<file path="src/rtl/uart_tx_module_if.sv">
// ----------------------------------------------------------------------------
// uart_tx_module_if
//   Handshake and line signals between a UART transmitter and its user.
//
//   tick      baud enable, one clk wide, 16x (OVERSAMPLE x) the bit rate
//   tx_start  request to send tx_data (taken only when the transmitter idles)
//   tx_data   word to send, bit 0 goes out first
//   n_bits    number of data bits (clamped to 5..8 by the transmitter)
//   tx        serial line, idles high
//   busy      frame in progress
//   done      one-cycle pulse at the end of the stop bit
//
//   master : the user side (drives tick/tx_start/tx_data/n_bits)
//   slave  : the transmitter side (drives tx/busy/done)
// ----------------------------------------------------------------------------
interface uart_tx_module_if;
  logic       tick;
  logic       tx_start;
  logic [7:0] tx_data;
  logic [3:0] n_bits;
  logic       tx;
  logic       busy;
  logic       done;

  modport master (
    output tick,
    output tx_start,
    output tx_data,
    output n_bits,
    input  tx,
    input  busy,
    input  done
  );

  modport slave (
    input  tick,
    input  tx_start,
    input  tx_data,
    input  n_bits,
    output tx,
    output busy,
    output done
  );
endinterface

</file>
<file path="src/rtl/uart_tx_module.sv">
// ----------------------------------------------------------------------------
// uart_tx_module
//   UART serial transmitter: 1 start bit (low), 5..8 data bits LSB first,
//   1 stop bit (high). Bit timing is taken from the shared tick enable that
//   runs at OVERSAMPLE x the baud rate, so every bit lasts OVERSAMPLE ticks.
//
//   Parameters
//     OVERSAMPLE  tick pulses per bit; power of two in 2..16
//
//   Ports
//     clk   system clock, rising edge
//     rst   synchronous, active-high reset
//     bus   uart_tx_module_if.slave (tick, tx_start, tx_data, n_bits in;
//           tx, busy, done out). All outputs are registered.
// ----------------------------------------------------------------------------
module uart_tx_module #(
  parameter int OVERSAMPLE = 16
) (
  input  logic              clk,
  input  logic              rst,
  uart_tx_module_if.slave   bus
);

  typedef enum logic [1:0] {
    IDLE  = 2'd0,
    START = 2'd1,
    DATA  = 2'd2,
    STOP  = 2'd3
  } state_t;

  localparam logic [3:0] TICK_LAST = 4'(OVERSAMPLE - 1);

  // Out-of-range requests are forced into the 5..8 range the framer supports.
  function automatic logic [3:0] clamp_len(input logic [3:0] n);
    logic [3:0] r;
    if (n < 4'd5)
      r = 4'd5;
    else if (n > 4'd8)
      r = 4'd8;
    else
      r = n;
    return r;
  endfunction

  state_t     state_p0, state_n;
  logic [3:0] tick_cnt_p0, tick_cnt_n;
  logic [2:0] bit_cnt_p0, bit_cnt_n;
  logic [7:0] shift_p0, shift_n;
  logic [3:0] len_p0, len_n;
  logic       tx_p0, tx_n;
  logic       busy_p0, busy_n;
  logic       done_p0, done_n;

  logic       bit_end;
  logic       last_bit;

  assign bit_end  = bus.tick && (tick_cnt_p0 == TICK_LAST);
  // bit_cnt is 3 bits and len reaches 8, so compare in the 4-bit domain.
  assign last_bit = ({1'b0, bit_cnt_p0} == (len_p0 - 4'd1));

  always_comb begin
    state_n    = state_p0;
    tick_cnt_n = tick_cnt_p0;
    bit_cnt_n  = bit_cnt_p0;
    shift_n    = shift_p0;
    len_n      = len_p0;
    done_n     = 1'b0;

    unique case (state_p0)
      IDLE: begin
        // A tick here is deliberately ignored, including one coinciding
        // with tx_start, so the start bit always gets a full count.
        if (bus.tx_start) begin
          shift_n    = bus.tx_data;
          len_n      = clamp_len(bus.n_bits);
          tick_cnt_n = 4'd0;
          state_n    = START;
        end
      end

      START: begin
        if (bus.tick) begin
          if (bit_end) begin
            tick_cnt_n = 4'd0;
            bit_cnt_n  = 3'd0;
            state_n    = DATA;
          end else begin
            tick_cnt_n = tick_cnt_p0 + 4'd1;
          end
        end
      end

      DATA: begin
        if (bus.tick) begin
          if (bit_end) begin
            tick_cnt_n = 4'd0;
            shift_n    = {1'b0, shift_p0[7:1]};
            bit_cnt_n  = bit_cnt_p0 + 3'd1;
            if (last_bit)
              state_n = STOP;
          end else begin
            tick_cnt_n = tick_cnt_p0 + 4'd1;
          end
        end
      end

      STOP: begin
        if (bus.tick) begin
          if (bit_end) begin
            tick_cnt_n = 4'd0;
            state_n    = IDLE;
            done_n     = 1'b1;
          end else begin
            tick_cnt_n = tick_cnt_p0 + 4'd1;
          end
        end
      end

      default: begin
        state_n = IDLE;
      end
    endcase

    // Outputs are decoded from the next state so the registered line
    // changes exactly one cycle after the deciding edge and never mid-bit.
    unique case (state_n)
      START:   tx_n = 1'b0;
      DATA:    tx_n = shift_n[0];
      default: tx_n = 1'b1;
    endcase
    busy_n = (state_n != IDLE);
  end

  // Stage p0: control state and registered outputs (reset applies here)
  always_ff @(posedge clk) begin
    if (rst) begin
      state_p0    <= IDLE;
      tick_cnt_p0 <= 4'd0;
      bit_cnt_p0  <= 3'd0;
      tx_p0       <= 1'b1;
      busy_p0     <= 1'b0;
      done_p0     <= 1'b0;
    end else begin
      state_p0    <= state_n;
      tick_cnt_p0 <= tick_cnt_n;
      bit_cnt_p0  <= bit_cnt_n;
      tx_p0       <= tx_n;
      busy_p0     <= busy_n;
      done_p0     <= done_n;
    end
  end

  // Stage p0: frame data; only consumed once a frame has been accepted
  always_ff @(posedge clk) begin
    shift_p0 <= shift_n;
    len_p0   <= len_n;
  end

  assign bus.tx   = tx_p0;
  assign bus.busy = busy_p0;
  assign bus.done = done_p0;

endmodule

</file>
<file path="src/flat_wrapper.sv">
// flat-port wrapper written by rule: the top's interface ports become plain ports
module uart_tx_module_flat 
#(
  parameter int OVERSAMPLE = 16
)
  (clk, rst, bus_tick, bus_tx_start, bus_tx_data, bus_n_bits, bus_tx, bus_busy, bus_done);
  uart_tx_module_if bus_i ();
  input  logic clk;
  input  logic rst;
  input wire logic [$bits(bus_i.tick)-1:0] bus_tick;
  input wire logic [$bits(bus_i.tx_start)-1:0] bus_tx_start;
  input wire logic [$bits(bus_i.tx_data)-1:0] bus_tx_data;
  input wire logic [$bits(bus_i.n_bits)-1:0] bus_n_bits;
  output wire logic [$bits(bus_i.tx)-1:0] bus_tx;
  output wire logic [$bits(bus_i.busy)-1:0] bus_busy;
  output wire logic [$bits(bus_i.done)-1:0] bus_done;
  assign bus_i.tick = bus_tick;
  assign bus_i.tx_start = bus_tx_start;
  assign bus_i.tx_data = bus_tx_data;
  assign bus_i.n_bits = bus_n_bits;
  assign bus_tx = bus_i.tx;
  assign bus_busy = bus_i.busy;
  assign bus_done = bus_i.done;
  uart_tx_module #(.OVERSAMPLE(OVERSAMPLE)) u_core (.clk(clk), .rst(rst), .bus(bus_i));
endmodule
</file>
<file path="config.mk">
export PLATFORM = sky130hd
export DESIGN_NAME = uart_tx_module_flat
export DESIGN_NICKNAME = d
export VERILOG_FILES = /design/src/rtl/uart_tx_module_if.sv /design/src/rtl/uart_tx_module.sv /design/src/flat_wrapper.sv
export SDC_FILE = /design/constraint.sdc
export NUM_CORES = 1
export LEC_CHECK = 0
export ABC_AREA = 0
export CAP_MARGIN = 40
export CORE_UTILIZATION = 40
export DETAILED_ROUTE_END_ITERATION = 10
export HOLD_SLACK_MARGIN = 0.03
export PLACE_DENSITY_LB_ADDON = 0.25
export SLEW_MARGIN = 20
export SYNTH_ARGS = -nofsm -noshare
export SYNTH_HDL_FRONTEND = slang
export SYNTH_SLANG_ARGS = --single-unit
export TNS_END_PERCENT = 20
</file>
<file path="constraint.sdc">
create_clock -name clk -period 2 [get_ports clk]
set_clock_uncertainty 0.15 [all_clocks]
set_input_delay 0.3 -clock clk [delete_from_list [all_inputs] [get_ports clk]]
set_output_delay 0.3 -clock clk [all_outputs]
set_load 0.02 [all_outputs]
</file>
-- Word-level counts from Yosys, hierarchy flattened
Index checks and enable logic that the tools add are counted.
Widths: inputs -> output; s select.
- memory bits (read-only): 0
- latch bits: 0
- register bits: 24
- memories kept: 0
- logic and storage cells: 67
- memory bits (writable): 0
- div/mod/pow operators: 0
- eq/ne operators: 13
- add/sub/neg operators: 3
- shifts and indexed selects: 0
- bitwise operators: 2
- mux-type cells: 25
- reductions and logical operators: 12
- multipliers: 0
- order comparisons: 2
- operators by type and width (kind ; count):
    $mux 8 ; 3
    $mux 2 ; 8
    $mux 4 ; 4
    $pmux 8 s2 ; 1
    $mux 3 ; 4
    $pmux 2 s4 ; 1
    $pmux 4 s2 ; 1
    $eq 2x2->1 const B ; 3
    $ne 2x1->1 const B ; 3
    $ne 2x2->1 const B ; 3
    $pmux 3 s2 ; 1
    $reduce_bool 2->1 ; 3
    $reduce_or 3->1 ; 2
    $reduce_and 5->1 ; 1
    $add 4x1->4 const B ; 1
    $eq 2x1->1 const B ; 2
    $eq 3x4->1 ; 1
    $eq 4x4->1 const B ; 1
    $gt 4x4->1 const B ; 1
    $lt 4x3->1 const B ; 1
    $reduce_and 2->1 ; 2
    $reduce_and 4->1 ; 1
    $sub 4x1->4 const B ; 1
    $add 3x1->3 const B ; 1
    6 further kinds ; 7

-- Logic depth before layout (Yosys ltp)
Gate-level depths: netlist of the first run.
- word-level depth: 8
- depth in mapped cells: 7
- gate-level depth less buffers: 7

-- Least setup slack after synthesis of the first run
No wires, ideal clock.
- path kind: reg-to-reg
- start point: reg u_core.tick_cnt_p0[0]
- end point: reg u_core.tx_p0, in the netlist u_core.bus.tx
- library setup time: 0.128 ns
- required time: 1.722 ns
- slack: 0.364 ns
- period minus slack after synthesis: 1.636 ns
- data arrival time: 1.358 ns
- stages on the path, launching flop included: 8
- cell sequence: dfxtp_1 > ha_1 > and4_1 > buf_4 > nand2_1 > xor2_1 > nor2b_1 > mux2i_1
- cells in the longest elaborated chain, start to end: 7
- elaborated cells between the ends (all ways): 15
- ends and longest elaborated chain (element ; line ; source):
    from (decl) ; uart_tx_module.sv:46 ; logic [3:0] tick_cnt_p0, tick_cnt_n;
    from (signal assigned) ; uart_tx_module.sv:145 ; tick_cnt_p0 <= tick_cnt_n;
    $eq 4x4->1 * ; uart_tx_module.sv:57 ; assign bit_end = bus.tick && (tick_cnt_p0 == TICK_LAST);
    $logic_and 1x1->1 * ; uart_tx_module.sv:57 ;
    $mux 2, on equally long branches ; uart_tx_module.sv:109, uart_tx_module.sv:83, uart_tx_module.sv:95 ;
    $mux 2, on equally long branches ; uart_tx_module.sv:108, uart_tx_module.sv:82, uart_tx_module.sv:94 ;
    $pmux 2 s4 ; uart_tx_module.sv:69 ; unique case (state_p0)
    $eq 2x2->1 / $eq 2x1->1 (equally long branches) ; uart_tx_module.sv:126 ; unique case (state_n)
    $pmux 1 s2 * ; uart_tx_module.sv:126 ;
    to (signal assigned) ; uart_tx_module.sv:147 ; tx_p0 <= tx_n;
    to (decl) ; uart_tx_module.sv:50 ; logic tx_p0, tx_n;
Mark *: on every way between the ends. The rest lies on a longest branch, timed or not. The select of a mux whose other input is x is not followed.
A chain may end at the register's enable or synchronous reset.

-- Final worst setup path of the first run
Ends and elaborated chain as after synthesis.

==> results.toml, run 1 <==
[power]
ir_drop_mv = 0.765
p_clk_frac = 0.343
pwr_density_cell_nw_per_um2 = 708
power_switching_mw = 0.216
p_comb_frac = 0.119
p_leak_nw = 0.571
power.internal_mw = 0.811
total_power_mw = 1.03
swShare = 0.210
pwr-share-seq = 0.538

[timing]
min_period_ns = 1.80
fmax_mhz = 555
worst-slew-pin-transition_ns = 0.373
post-route-period-util = 0.902
hold_viol = 0
grt_setup_unrepaired = "no"
slew_viol_final = 0
relSlewSlack = 0.750
holdWs_ns = 0.360
setup_viol = 0
tns_ns = 0

[final_layout]
layout-drive-gt1-share = 0.116
fin_cells = 169
antenna_cells = 0
syn_to_final_growth_pct = 26.4
nNetsFinal = 158

[outcome]
status = "completed"

[worst_setup_path]
r2r_slack_ns = 0.20
critPathLaunch = "u_core.tick_cnt_p0[0]"
regToRegEndpoint = "u_core.bus.tx"
worstSetupStartpointType = "flop"
reg2reg_depth = 6
cp-end-kind = "flop"
required_ns = 2.06
worstSetupPathType = "reg -> reg"
cp_data_arrival_time_ns = 1.86
crit_fanout = 5
timing.rr.start = "u_core.tick_cnt_p0[0]"

[synthesis]
synth.most_common_cell = "nor2_1"
syn-cell-area_um2 = 1150
ys_seq_area_frac = 0.515
synth_area_leaders = "edfxtp_1 29%, dfxtp_1 23%, a22o_1 5.3%, nor2_1 4.9%, xor2_1 3.8%"
syn_area_per_cell_um2 = 10.1
netlist_top_cells_count = "15 x nor2_1, 13 x dfxtp_1, 11 x edfxtp_1"
yosys.area.top_type = "edfxtp_1"
synth_seq_cells = 24
synthArstFlopShare = 0
synth_ff_type = "dfxtp_1"
synth_top_area_frac = 0.288
synth_edf_count = 11
yosysWarningCount = 0
synthCells = 114
synth.net_count = 133
yosysUniqueCellTypes = 38

[min_path]
min_path_type = "reg -> reg"
hp-start = "u_core.tick_cnt_p0[3]"
min_to = "u_core.tick_cnt_p0[3]"
hold_path_depth = 2

[floorplan]
initial_core_util = 0.420
ios = 19
die_w_um = 55.6
core_um2 = 2730
fp.dieArea_um2 = 3090
die_h_um = 55.6
rows = 19

[cts]
cts_made_buffers = 3
cts_max_level = 1
hold_buffers = 0
cts_root_buf = "clkbuf_4"
cts.path.max_buffers = 2
cts.sinks = 24
cts_tree = "built"
post_cts_buffers = 0
clock_latency_ns = 0.31
cts_resized = 0
path_clk_slew_ns = 0.14

[global_route]
antenna_found_initial = 0
grt_pass1_vias = 913
grt_overflow = 0
grt_usage = 0.162
grt_pass1_wl_mm = 3.95
grt_max_degree = 15

[place]
gp_congestion = 0.719
port_buffers = 18
dp.cells = 165
dp_hpwl_mm = 1.66

[routing]
dr.first_iter.drc_count = 19
drt_pre_antenna_iters = 4
vias_per_cell = 5.36
dr_total_vias = 906
wl_per_cell_um = 13.0
wl_mm = 2.20
drc = 0
ant_nets = 0

[job]
max-cap-violations = 0
==> state kept, by name, summed over array words and instances, names as in the netlist <==
register / cells
u_core.bus.tx: 1
u_core.bit_cnt_p0: 3
u_core.bus.busy: 1
u_core.len_p0: 4
u_core.state_p0: 2
u_core.shift_p0: 8
u_core.bus.done: 1
u_core.tick_cnt_p0: 4
==> power groups by stage <==
stage | clock network [mW] | registers, mW | logic (mW)
final | 0.352 | 0.552 | 0.122
after CTS | 0.358 | 0.553 | 0.124
after floorplan | 0 | 0.564 | 0.0606
after detailed placement | 0 | 0.563 | 0.124
after global placement | 0 | 0.563 | 0.120
after global routing | 0.382 | 0.555 | 0.136
==> worst max-delay path by stage <==
stage,endpoint,depth (start not counted),slack (ns)
2_1_floorplan,u_core.bus.tx,7,0.36
3_3_place_gp,u_core.bus.tx,6,0.04
3_5_place_dp,u_core.tick_cnt_p0[3],6,0.003
4_1_cts,u_core.bus.tx,5,0.19
5_1_grt,u_core.bus.tx,6,0.04
6_report,u_core.bus.tx,6,0.20
==> kinds of logic (layout without fill, tap and decap cells) <==
family / after synthesis / count (layout) / synth area share
adder cells (fa/ha/maj): 3 / 3 / 0.0327
XOR/XNOR: 5 / 5 / 0.0382
buffers and inverters: 10 / 34 / 0.0382
AO/OA/AOI/OAI: 28 / 28 / 0.164
multiplexers: 1 / 1 / 0.00872
flip-flops: 24 / 24 / 0.515
AND/OR/NAND/NOR: 43 / 43 / 0.204
==> area by class of cell <==
type                       count  area [um^2]
fill                         262         1280
sequential                    24          591
multi-input combinational     80          513
timing repair buffer          26          240
tap                           31         38.8
clock inverter                 1         30.0
clock buffer                   3         22.5
inverter                       4         15.0
==> layout by cell type, fill, tap and decap left out, types with 2 or more instances in the layout <==
master and n:
nand4_1 2, nor3_1 3, inv_1 4, a21o_1 2, clkdlybuf4s50_1 18, edfxtp_1 11, o21ai_0 4, a21oi_1 8
ha_1 3, xor2_1 5, nor2_1 15, a22oi_1 3, buf_4 8, dfxtp_1 13, clkbuf_4 3, nand2_1 7
a22o_1 7
==> worst max-delay path, stage by stage, from the launching register on <==
cell	delay, ns
dfxtp_1	0.40
ha_1	0.25
nand4_1	0.24
nor2_4	0.20
nor3b_1	0.07
nor4_1	0.24
mux2i_1	0.13
==> through the flow <==
stage	util	setup WS [ns]	area, um^2
2_1_floorplan	-	0.364	1150
3_3_place_gp	0.511	0.0356	1400
3_5_place_dp	0.511	0.00341	1400
4_1_cts	0.530	0.187	1450
5_1_grt	0.530	0.0403	1450
6_report	0.530	0.197	1450
==> routing by layer <==
metal | GRT usage | wire (um) | part of all wire | vias up
li1 | - | - | - | 457
met1 | 0.193 | 967 | 0.44 | 428
met2 | 0.281 | 1110 | 0.51 | 19
met3 | 0.0515 | 107 | 0.049 | 2
met4 | 0.0393 | 13 | 0.0059 | 0
met5 | 0 | 0 | 0 | -
Power figures use the tool's default switching activity.
==> run 2, diff against run 1 <==
--- a/config.mk
+++ b/config.mk
@@ -10,7 +10,7 @@
 export CORE_UTILIZATION = 40
 export DETAILED_ROUTE_END_ITERATION = 10
 export HOLD_SLACK_MARGIN = 0.03
-export PLACE_DENSITY_LB_ADDON = 0.25
+export PLACE_DENSITY = 0.6
 export SLEW_MARGIN = 20
 export SYNTH_ARGS = -nofsm -noshare
 export SYNTH_HDL_FRONTEND = slang
==> results.toml, run 2 (synthesized netlist as in run 1, its figures left out) <==
[timing]
fmax_mhz = 550
relSlewSlack = 0.670
setup_viol = 0
min_period_ns = 1.82
post-route-period-util = 0.909
grt_setup_unrepaired = "no"
slew_viol_final = 0
holdWs_ns = 0.376
hold_viol = 0
worst-slew-pin-transition_ns = 0.494

[cts]
cts_root_buf = "clkbuf_4"
cts_tree = "built"
cts_max_level = 1
cts.path.max_buffers = 2
hold_buffers = 0
cts_resized = 0
cts.sinks = 24
clock_latency_ns = 0.32
path_clk_slew_ns = 0.14
cts_made_buffers = 3
post_cts_buffers = 0

[power]
ir_drop_mv = 0.596
p_leak_nw = 0.572
total_power_mw = 1.03
pwr_density_cell_nw_per_um2 = 708

[final_layout]
final_cell_mix = "18 x clkdlybuf4s50_1, 15 x nor2_1, 13 x dfxtp_1, 11 x edfxtp_1"
layout-drive-gt1-share = 0.116
syn_to_final_growth_pct = 26.4
nNetsFinal = 158
top_register = "u_core.shift_p0"
largest_registers = "u_core.shift_p0 (8), u_core.len_p0 (4), u_core.tick_cnt_p0 (4)"
largest_reg_flops = 8
fin_cells = 169
final_common_cell = "clkdlybuf4s50_1"
antenna_cells = 0

[place]
dp_hpwl_mm = 1.60
dp.cells = 165
gp_congestion = 0.804
port_buffers = 18

[floorplan]
die_h_um = 55.6
fp.dieArea_um2 = 3090
initial_core_util = 0.420
core_um2 = 2730
ios = 19
die_w_um = 55.6
rows = 19

[worst_setup_path]
required_ns = 2.06
crit_fanout = 5
cp-end-kind = "flop"
worstSetupPathType = "reg -> reg"
cp_data_arrival_time_ns = 1.87
worstSetupStartpointType = "flop"

[global_route]
grt_max_degree = 15
grt_pass1_wl_mm = 3.95
antenna_found_initial = 0
grt_usage = 0.161
grt_pass1_vias = 897
grt_overflow = 0

[routing]
vias_per_cell = 5.38
drt_pre_antenna_iters = 4
wl_mm = 2.16
dr_total_vias = 909
dr.first_iter.drc_count = 38
ant_nets = 0
drc = 0
wl_per_cell_um = 12.8

[min_path]
min_path_type = "reg -> reg"

[outcome]
status = "completed"

[job]
max-cap-violations = 0
run 2: area by class of cell:
cell class / instances / area [um^2]
sequential: 24 / 591
inverter: 4 / 15.0
clock buffer: 3 / 22.5
clock inverter: 1 / 30.0
multi-input combinational: 80 / 513
tap: 31 / 38.8
timing repair buffer: 26 / 240
fill: 252 / 1280
run 2: worst max-delay path: stages (launching register included):
cell and delay [ns]:
dfxtp_1 0.40, ha_1 0.26, and4_1 0.28, nand2_1 0.08, xor2_1 0.27, nor2b_1 0.18
mux2i_1 0.07
run 2: routing by layer:
metal / routed length [um] / share of wire / GRT usage
met1: 1080 / 0.50 / 0.217
met2: 978 / 0.45 / 0.256
met3: 80 / 0.037 / 0.0422
met4: 21 / 0.0097 / 0.0429
met5: 0 / 0 / 0
run 2: worst paths after layout:
check                           cells after the start                    end  slack [ns]             startpoint
worst max-delay path                                6          u_core.bus.tx        0.18  u_core.tick_cnt_p0[0]
worst min-delay path                                2  u_core.tick_cnt_p0[3]        0.38  u_core.tick_cnt_p0[3]
worst max register to register                      6          u_core.bus.tx        0.18  u_core.tick_cnt_p0[0]
worst min register to register                      2  u_core.tick_cnt_p0[3]        0.38  u_core.tick_cnt_p0[3]
run 2: where the power goes:
group / internal, mW / switching, mW
clock: 0.203 / 0.151
sequential: 0.541 / 0.0141
combinational: 0.0665 / 0.0524
run 2: metrics by stage:
stage,instance area [um^2],util,worst slack (ns),TNS [ns]
after floorplan,1150,-,0.364,0
after global placement,1400,0.511,0.0616,0
after detailed placement,1400,0.511,-0.0284,-0.0284
after CTS,1450,0.530,0.154,0
after global routing,1450,0.530,0.0257,0
final,1450,0.530,0.181,0
==> run 3, diff against run 2 <==
--- a/config.mk
+++ b/config.mk
@@ -7,7 +7,9 @@
 export LEC_CHECK = 0
 export ABC_AREA = 0
 export CAP_MARGIN = 40
+export CORE_ASPECT_RATIO = 0.9
 export CORE_UTILIZATION = 40
+export CTS_CLUSTER_DIAMETER = 40
 export DETAILED_ROUTE_END_ITERATION = 10
 export HOLD_SLACK_MARGIN = 0.03
 export PLACE_DENSITY = 0.6
==> results.toml, run 3 (synthesized netlist as in run 1, its figures left out) <==
[outcome]
status = "completed"

[routing]
drc = 0
vias_per_cell = 4.85
drt_pre_antenna_iters = 4
ant_nets = 0
wl_mm = 2.05
dr.first_iter.drc_count = 44
dr_total_vias = 869
wl_per_cell_um = 11.5

[global_route]
antenna_found_initial = 0
use_met3 = 0.0494
use_met2 = 0.272
grt_pass1_vias = 835
grt_pass1_wl_mm = 3.59
grt_overflow = 0
grt_usage = 0.157
grt_max_degree = 14
grt_use_met1 = 0.190
busiest_layer = "met2"

[min_path]
hp-start = "u_core.tick_cnt_p0[3]"
min_path_type = "reg -> reg"
hold_path_depth = 2
min_to = "u_core.tick_cnt_p0[3]"

[final_layout]
antenna_cells = 0
largest_registers = "u_core.shift_p0 (8), u_core.len_p0 (4), u_core.tick_cnt_p0 (4)"
nNetsFinal = 159
multi_input_area_um2 = 513
largest_reg_flops = 8
seq_area_um2 = 591
final_cell_mix = "18 x clkdlybuf4s50_1, 15 x nor2_1, 13 x dfxtp_1, 11 x edfxtp_1, 9 x buf_4"
final_common_cell = "clkdlybuf4s50_1"
syn_to_final_growth_pct = 25.7
top_register = "u_core.shift_p0"
layout-drive-gt1-share = 0.115
fill_cells = 255

[worst_setup_path]
worstSetupStartpointType = "flop"
cp_num_buf_inv = 1
reg2reg_depth = 7
cp_cell_sequence = "ha_1, and4_1, buf_4, nand4_1, nor2_1, a21oi_1, mux2i_1"
r2r_slack_ns = 0.21
required_ns = 2.09
timing.rr.start = "u_core.tick_cnt_p0[0]"
cp_data_arrival_time_ns = 1.88
regToRegEndpoint = "u_core.bus.tx"
cp-end-kind = "flop"
crit_fanout = 5
cpLargestDelayFamily = "flip-flops"
max_stage_delay_ns = 0.36
crit_path_top_delay_cell = "dfxtp_1"
worstSetupPathType = "reg -> reg"

[power]
total_power_mw = 0.890
pwr_density_cell_nw_per_um2 = 617
p_leak_nw = 0.564
ir_drop_mv = 0.474

[timing]
fin_ws_ns = 0.205
fmax_mhz = 557
relSlewSlack = 0.760
hold_viol = 0
setup_viol = 0
post-route-period-util = 0.897
holdWs_ns = 0.358
worst-slew-pin-transition_ns = 0.358
slew_viol_final = 0
min_period_ns = 1.79
tns_ns = 0
grt_setup_unrepaired = "no"

[cts]
clock_latency_ns = 0.31
cts_made_buffers = 3
cts_max_level = 1
cts_tree = "built"
post_cts_buffers = 0
cts.path.max_buffers = 2
cts_resized = 0
hold_buffers = 0
cts.sinks = 24
path_clk_slew_ns = 0.12
cts_root_buf = "clkbuf_4"

[floorplan]
rows = 18
core_um2 = 2730
initial_core_util = 0.421
die_h_um = 52.8
die_w_um = 58.5
ios = 19
fp.dieArea_um2 = 3090

[place]
dpl_worst_slack_ns = 0.0456
gp_congestion = 0.711
dp_hpwl_mm = 1.52
port_buffers = 18

[job]
max-cap-violations = 0
[run 3: how the worst max path moves through the flow]
stage / start / end / slack [ns] / cells after the start
after floorplan: u_core.tick_cnt_p0[0] / u_core.bus.tx / 0.36 / 7
after detailed placement: bus_tick / u_core.bus.tx / 0.05 / 6
final: u_core.tick_cnt_p0[0] / u_core.bus.tx / 0.21 / 7
after CTS: u_core.tick_cnt_p0[0] / u_core.bus.tx / 0.19 / 7
after global routing: u_core.tick_cnt_p0[0] / u_core.bus.tx / 0.003 / 6
after global placement: bus_tick / u_core.bus.tx / 0.06 / 6
[run 3: stage by stage]
step | utilization | cell area, um^2 | instances
detailed placement | 0.520 | 1420 | 175
global route | 0.529 | 1440 | 179
finish | 0.529 | 1440 | 179
floorplan | - | 1150 | 114
global placement | 0.520 | 1420 | 175
CTS | 0.529 | 1440 | 179
[run 3: final cells by class]
| type | count | share of cell area |
|---|---|---|
| Multi-Input combinational cell | 80 | 0.356 |
| Sequential cell | 24 | 0.409 |
| Timing Repair Buffer | 27 | 0.172 |
| Clock buffer | 4 | 0.0182 |
| Tap cell | 40 | 0.0347 |
| Inverter | 4 | 0.0104 |
[run 3: per-layer routing]
layer / part of all wire / up-vias
met5: 0 / -
li1: - / 458
met1: 0.50 / 393
met4: 0.0059 / 0
met2: 0.45 / 16
met3: 0.042 / 2
[run 3: report_power, final]
group | switching (mW) | internal, mW
registers | 0.0109 | 0.540
clock network | 0.140 | 0.0779
logic | 0.0537 | 0.0679
[run 3: worst reg2reg max path: stages, from the launching register on]
cell and delay (ns):
dfxtp_1 0.36, ha_1 0.26, and4_1 0.24, buf_4 0.15, nand4_1 0.08, nor2_1 0.04
a21oi_1 0.20, mux2i_1 0.24
